`config.mk`:
```
export PLATFORM = sky130hd
export DESIGN_NAME = lcd_lh507x_drv
export DESIGN_NICKNAME = d
export VERILOG_FILES = /design/src/rtl/lcd_lh507x_drv.sv
export SDC_FILE = /design/constraint.sdc
export NUM_CORES = 1
export LEC_CHECK = 0
export ABC_AREA = 1
export ABC_CLOCK_PERIOD_IN_PS = 2100
export CAP_MARGIN = 20
export CORE_ASPECT_RATIO = 0.8
export CORE_MARGIN = 2
export CORE_UTILIZATION = 45
export CTS_BUF_LIST = sky130_fd_sc_hd__clkbuf_4
export DETAILED_ROUTE_END_ITERATION = 12
export PLACE_DENSITY_LB_ADDON = 0.3
export SLEW_MARGIN = 30
export SYNTH_ARGS = -nofsm -noshare
export SYNTH_HDL_FRONTEND = slang
export SYNTH_SLANG_ARGS = --single-unit
```
`constraint.sdc`:
```
create_clock -name clk -period 2.1 [get_ports clk]
set_clock_uncertainty 0.2 [all_clocks]
set_input_delay 0.315 -clock clk [delete_from_list [all_inputs] [get_ports clk]]
set_output_delay 0.315 -clock clk [all_outputs]
set_load 0.05 [all_outputs]
```
`src/rtl/lcd_lh507x_drv.sv`:
```
`default_nettype none
// ============================================================================
// Module      : lcd_lh507x_drv
// Description : LH507x panel driver with power sequencing and vsync watchdog.
// Revision    : 1.0 - initial release
// ============================================================================
module lcd_lh507x_drv #(
    parameter int               DATA_W     = 2,
    parameter int               WDOG_W     = 20,
    parameter logic [WDOG_W-1:0] WDOG_LIMIT = 20'd140448
) (
    input  logic              clk,
    input  logic              reset,
    input  logic              disp_on,
    input  logic              n_hsync,
    input  logic              p_hsync,
    input  logic              n_vsync,
    input  logic              p_vsync,
    input  logic              n_latch,
    input  logic              p_latch,
    input  logic              n_altsig,
    input  logic              p_altsig,
    input  logic              n_ctrl,
    input  logic              p_ctrl,
    input  logic              n_pclk,
    input  logic              p_pclk,
    input  logic [DATA_W-1:0] n_px,
    input  logic [DATA_W-1:0] p_px,
    output logic              lcd_n_hsync,
    output logic              lcd_p_hsync,
    output logic              lcd_n_vsync,
    output logic              lcd_p_vsync,
    output logic              lcd_n_latch,
    output logic              lcd_p_latch,
    output logic              lcd_n_altsig,
    output logic              lcd_p_altsig,
    output logic              lcd_n_ctrl,
    output logic              lcd_p_ctrl,
    output logic              lcd_n_clk,
    output logic              lcd_p_clk,
    output logic [DATA_W-1:0] lcd_n_data,
    output logic [DATA_W-1:0] lcd_p_data,
    output logic              active,
    output logic              wdog_trip
);

    localparam logic [2:0] c_st_off    = 3'd0;
    localparam logic [2:0] c_st_sync   = 3'd1;
    localparam logic [2:0] c_st_active = 3'd2;
    localparam logic [2:0] c_st_drain  = 3'd3;
    localparam logic [2:0] c_st_fault  = 3'd4;

    localparam logic [1:0] c_out_blank = 2'd0;
    localparam logic [1:0] c_out_pass  = 2'd1;
    localparam logic [1:0] c_out_drain = 2'd2;

    logic [2:0]        r_state;
    logic [2:0]        w_state_nxt;
    logic [1:0]        w_mode;
    logic              r_vs_q;
    logic              r_hs_q;
    logic              w_vs;
    logic              w_hs;
    logic              w_vs_edge;
    logic              w_hs_edge;
    logic [WDOG_W-1:0] r_wdog_cnt;
    logic              w_wdog_exp;
    logic              w_wdog_clr;
    logic [11:0]       w_ctl_in;
    logic [11:0]       r_ctl;
    logic [DATA_W-1:0] r_n_data;
    logic [DATA_W-1:0] r_p_data;
    logic              r_active;
    logic              r_wdog_trip;

    assign w_vs      = n_vsync | p_vsync;
    assign w_hs      = n_hsync | p_hsync;
    assign w_vs_edge = w_vs & ~r_vs_q;
    assign w_hs_edge = w_hs & ~r_hs_q;

    // A vsync edge arriving on the expiry cycle rescues the frame.
    assign w_wdog_exp = (r_wdog_cnt == WDOG_LIMIT) && !w_vs_edge;
    assign w_wdog_clr = w_vs_edge || (r_state == c_st_off) ||
                        (r_state == c_st_sync) || (r_state == c_st_fault);

    assign w_ctl_in = {n_hsync, p_hsync, n_vsync, p_vsync, n_latch, p_latch,
                       n_altsig, p_altsig, n_ctrl, p_ctrl, n_pclk, p_pclk};

    // Output mode is chosen from this cycle's transition so that the edge that
    // causes a state change already gets the new state's output treatment.
    always_comb begin
        w_state_nxt = r_state;
        w_mode      = c_out_blank;
        case (r_state)
            c_st_off: begin
                if (disp_on) w_state_nxt = c_st_sync;
            end
            c_st_sync: begin
                if (!disp_on) begin
                    w_state_nxt = c_st_off;
                end else if (w_vs_edge) begin
                    w_state_nxt = c_st_active;
                    w_mode      = c_out_pass;
                end
            end
            c_st_active: begin
                if (!disp_on) begin
                    w_state_nxt = c_st_drain;
                    w_mode      = c_out_drain;
                end else if (w_wdog_exp) begin
                    w_state_nxt = c_st_fault;
                end else begin
                    w_mode      = c_out_pass;
                end
            end
            c_st_drain: begin
                if (w_hs_edge || w_wdog_exp) begin
                    w_state_nxt = c_st_off;
                end else begin
                    w_mode      = c_out_drain;
                end
            end
            c_st_fault: begin
                if (!disp_on) w_state_nxt = c_st_off;
            end
            default: begin
                w_state_nxt = c_st_off;
            end
        endcase
    end

    always_ff @(posedge clk or negedge reset) begin
        if (!reset) begin
            r_state     <= c_st_off;
            r_vs_q      <= 1'b0;
            r_hs_q      <= 1'b0;
            r_wdog_cnt  <= '0;
            r_ctl       <= '0;
            r_n_data    <= '0;
            r_p_data    <= '0;
            r_active    <= 1'b0;
            r_wdog_trip <= 1'b0;
        end else begin
            r_state     <= w_state_nxt;
            r_vs_q      <= w_vs;
            r_hs_q      <= w_hs;
            r_active    <= (w_state_nxt == c_st_active);
            r_wdog_trip <= (w_state_nxt == c_st_fault);

            if (w_wdog_clr) begin
                r_wdog_cnt <= '0;
            end else if (r_wdog_cnt != WDOG_LIMIT) begin
                r_wdog_cnt <= r_wdog_cnt + 1'b1;
            end

            r_ctl    <= (w_mode == c_out_blank) ? 12'd0 : w_ctl_in;
            r_n_data <= (w_mode == c_out_pass) ? n_px : '0;
            r_p_data <= (w_mode == c_out_pass) ? p_px : '0;
        end
    end

    assign {lcd_n_hsync, lcd_p_hsync, lcd_n_vsync, lcd_p_vsync,
            lcd_n_latch, lcd_p_latch, lcd_n_altsig, lcd_p_altsig,
            lcd_n_ctrl, lcd_p_ctrl, lcd_n_clk, lcd_p_clk} = r_ctl;
    assign lcd_n_data = r_n_data;
    assign lcd_p_data = r_p_data;
    assign active     = r_active;
    assign wdog_trip  = r_wdog_trip;

endmodule
`default_nettype wire

```
==> key figures <==
Logic synthesis
  – Number of library cell types mapped by synthesis: 24
  – Biggest area consumer among synthesized cells: sky130_fd_sc_hd__dfrtp_1
  – Warning count from the yosys run: 0
  – Cell count after synthesis: 255
  – Fraction of synthesized cell area taken by the top area cell type: 51.8%
  – Synth cell count leaders: sky130_fd_sc_hd__inv_1, sky130_fd_sc_hd__dfrtp_1, sky130_fd_sc_hd__nand2_1
  – Syn Std Cell Area: between 2000 and 2500 um2
  – Avg Inst Size Synth: 8.14 um2
  – Flip-flop cell with the highest count after synthesis: sky130_fd_sc_hd__dfrtp_1
  – Flip-flop and latch count after synthesis: 43
  – EDFF count, synth: 0
  – Nets in the synthesized netlist: 276
  – Most used standard cell by instance count after synthesis: sky130_fd_sc_hd__inv_1
  – Cell types occupying the most area after synthesis: sky130_fd_sc_hd__dfrtp_1, sky130_fd_sc_hd__inv_1, sky130_fd_sc_hd__nand2_1
  – Proportion of register bits with asynchronous set or reset after synthesis: 100%
  – Share of the yosys chip area belonging to registers: 51.8%

Timing
  – Share of the cycle needed by the critical path after routing: 96.0%
  – Final max-slew violation count: 0
  – Final count of negative-setup-slack endpoints: 0
  – Min Clock Period, post-route: 2.02 ns
  – Relative max-transition margin: between 60% and 70%
  – Max Fclk: between 0.4 and 0.5 GHz
  – Transition time at the pin with the least slew margin: ~0.53 ns
  – Number of hold violations in the final report: 0
  – Setup TNS: 0 ns
  – Worst setup slack after layout: 0.0848 ns
  – Unrepaired setup endpoints after global routing: false
  – Final hold slack: 0.285 ns

Pwr
  – Worst-case vdd ir drop: 586 uV
  – Power density over the cells: between 1000 and 1500 nW/um2
  – Leakage power of the design: about 1.2 nW

GRT
  – Global-route wire length before repair: ~7200 um
  – Largest net degree at the start of global routing: 44
  – Vias in the first global route: 1631
  – Initial antenna violation count: 0
  – GRT Residual Overflow: 0
  – Tot GR Track Use: 17.8%

Run status
  – Run status: finished clean

Floorplanning
  – Die Y: 64.7 um
  – Core area: 4510 um2
  – Area enclosed by the die boundary: 5180 um2
  – Die Width: approximately 80 um
  – Number of ports placed on the die boundary: 37
  – Rows: 22
  – Starting density of the core: between 40% and 50%

Worst setup path
  – Endpoint of the worst-slack reg-to-reg timing path: r_wdog_cnt[1]
  – Data required time at the worst endpoint: 1.58 ns
  – Cell family with most CP delay: buffers and inverters
  – Startpoint types: flop
  – Critical path data arrival time: 1.50 ns
  – CP cell instances: clkdlybuf4s50_1
  – Crit-path max FO: 1
  – Critical path class: reg2out
  – Worst-case register-to-register setup slack: between 0.1 and 0.15 ns
  – Worst flop-to-flop path startpoint: r_wdog_cnt[0]
  – Number of buffers and inverters on the critical path: 1
  – Critical-path top delay cell: sky130_fd_sc_hd__clkdlybuf4s50_1
  – Worst r2r path cells: 10
  – Crit. End Element: output port
  – Longest individual stage delay on the worst path: around 0.8 ns

Placed design
  – Input/output buffers: 36
  – Instance area at placement: 2550 um2
  – Post-detailed-placement half-perimeter wirelength: 3050 um
  – Setup Slack @ Placement: -0.0423 ns
  – Routability congestion estimate: 0.938

Detailed routing
  – DR WL/cell: around 11 um
  – First-pass DRT Iterations: 4
  – Post-detailed-route count of antenna-violating nets: 0
  – Overall via count from detail_route: 1720
  – DRC marker count from the first detailed-route iteration: 136
  – DR vias/cell: 4.71
  – Wire length after detailed routing: 4130 um
  – Final routed DRC violation total: 0

Clocking
  – Clock sink total: 43
  – Clock tree from TritonCTS: built
  – H-tree levels: 2
  – Cell at the root of the clock tree: sky130_fd_sc_hd__clkbuf_4
  – Worst-skew pair later-pin latency: 0.34 ns
  – Clock Pin Slew Worst Setup and Hold Paths: 0.12 ns
  – Maximum root-to-sink buffer count: 2
  – Inserted Clock Buffers: 5

Cells and area
  – Fraction of final layout cells sized beyond drive strength 1: 12.1%
  – Nets@finish: 326
  – Filler cell count in the final layout: 425
  – Area growth from synthesis to layout: 27.6%
  – Antenna diode count: 0
  – Design Area, Final: between 2000 and 3000 um2

Min path
  – Class of the tightest hold or removal check: in2reg
  – WHS Endpoint: r_ctl[4]
  – Worst hold path stage count: 3
  – Critical hold path startpoint: p_altsig

Job
  – Max Cap Violations: 0
==> state kept, by name, indices dropped and copies added (netlist names) <==
name and cells:
lcd_n_data 2, active 1, r_state 3, r_vs_q 1, lcd_p_data 2, r_ctl 12, wdog_trip 1, r_hs_q 1
r_wdog_cnt 20
==> cells in the final DEF, fill, tap and decap left out <==
| master | Yosys | layout |
|---|---|---|
| sky130_fd_sc_hd__o21ai_1 | 0 | 2 |
| sky130_fd_sc_hd__nor2_1 | 35 | 35 |
| sky130_fd_sc_hd__clkbuf_4 | 0 | 6 |
| sky130_fd_sc_hd__or2_1 | 1 | 1 |
| sky130_fd_sc_hd__nand4_1 | 3 | 3 |
| sky130_fd_sc_hd__inv_1 | 47 | 47 |
| sky130_fd_sc_hd__nand3_1 | 16 | 16 |
| sky130_fd_sc_hd__nand2_1 | 37 | 36 |
| sky130_fd_sc_hd__nor3_2 | 1 | 1 |
| sky130_fd_sc_hd__nand3_2 | 1 | 1 |
| sky130_fd_sc_hd__nor2_2 | 11 | 10 |
| sky130_fd_sc_hd__clkdlybuf4s50_1 | 0 | 35 |
| sky130_fd_sc_hd__nor3b_1 | 3 | 3 |
| sky130_fd_sc_hd__nor4_1 | 1 | 1 |
| sky130_fd_sc_hd__buf_12 | 1 | 1 |
| sky130_fd_sc_hd__a21oi_1 | 13 | 13 |
| sky130_fd_sc_hd__clkinv_1 | 2 | 2 |
| sky130_fd_sc_hd__dlygate4sd3_1 | 0 | 1 |
| sky130_fd_sc_hd__xor2_1 | 3 | 3 |
| sky130_fd_sc_hd__dfrtp_2 | 0 | 1 |
| sky130_fd_sc_hd__buf_2 | 0 | 1 |
| sky130_fd_sc_hd__nor3_1 | 16 | 16 |
| sky130_fd_sc_hd__ha_1 | 2 | 2 |
| sky130_fd_sc_hd__dfrtp_1 | 43 | 42 |
| sky130_fd_sc_hd__buf_4 | 0 | 7 |
| sky130_fd_sc_hd__bufinv_16 | 0 | 1 |
| sky130_fd_sc_hd__nand2_2 | 3 | 4 |
| sky130_fd_sc_hd__nor2_4 | 1 | 2 |
| sky130_fd_sc_hd__inv_2 | 1 | 1 |
| sky130_fd_sc_hd__o21ai_0 | 12 | 10 |
| sky130_fd_sc_hd__o21ai_2 | 1 | 1 |
==> report_power, final <==
group          internal, mW  leakage [nW]  switching [mW]
sequential            0.987         0.571          0.0790
clock                 0.259        0.0417           0.242
combinational         0.454         0.593           0.853
==> metal layers <==
layer  wire length, um  global-route usage [%]
met5                 0                       0
met4                40                    5.08
met3               194                    4.18
met2              1800                    26.4
met1              2100                    26.0
==> what timing repair did <==
item	CTS	global route
setup buffers	0	1
gates resized for setup	0	5
endpoints found under the hold margin	43	0
endpoints found under the setup margin	0	15
hold buffers	1	0
==> kinds of logic (layout without fill, tap and decap cells) <==
family                   count (synthesis)  in the layout  share of synthesized area, %
AND/OR/NAND/NOR                        129            129                          29.1
buffers and inverters                   52            102                          10.2
flip-flops                              43             43                          51.8
AO/OA/AOI/OAI                           26             26                          6.45
XOR/XNOR                                 3              3                          1.27
adder cells (fa/ha/maj)                  2              2                          1.21
==> area by class of cell <==
| type | instances | area, um2 | area share, % |
|---|---|---|---|
| sequential | 43 | 1080 | 40.7 |
| multi-input combinational | 160 | 796 | 30.0 |
| timing repair buffer | 45 | 438 | 16.5 |
| inverter | 50 | 188 | 7.09 |
| tap | 60 | 75.1 | 2.83 |
| clock buffer | 6 | 45.0 | 1.70 |
| clock inverter | 1 | 30.0 | 1.13 |
==> worst max-delay path by stage <==
stage	slack, ns	endpoint	depth (start not counted)	start
after floorplan	0.32	r_ctl[10]	12	r_wdog_cnt[0]
after global placement	0.07	r_wdog_cnt[0]	8	n_vsync
after detailed placement	-0.04	r_wdog_cnt[1]	8	p_vsync
after CTS	0.05	lcd_n_latch	1	r_ctl[7]
after global routing	0.008	r_wdog_cnt[0]	10	r_wdog_cnt[0]
final	0.08	lcd_n_latch	1	r_ctl[7]
==> tightest hold or removal path, cell delays in order <==
cell	delay [ns]
sky130_fd_sc_hd__clkdlybuf4s50_1	0.39
sky130_fd_sc_hd__inv_1	0.06
sky130_fd_sc_hd__nor2_2	0.03
==> metrics by stage <==
stage	utilization [%]	total power, mW	cells
after global placement	56.4	2.35	356
after floorplan	-	1.94	255
after global routing	58.7	3.04	365
after detailed placement	56.4	2.37	356
after CTS	58.3	2.89	364
final	58.7	2.87	365
(Power assumes the default switching activity.)
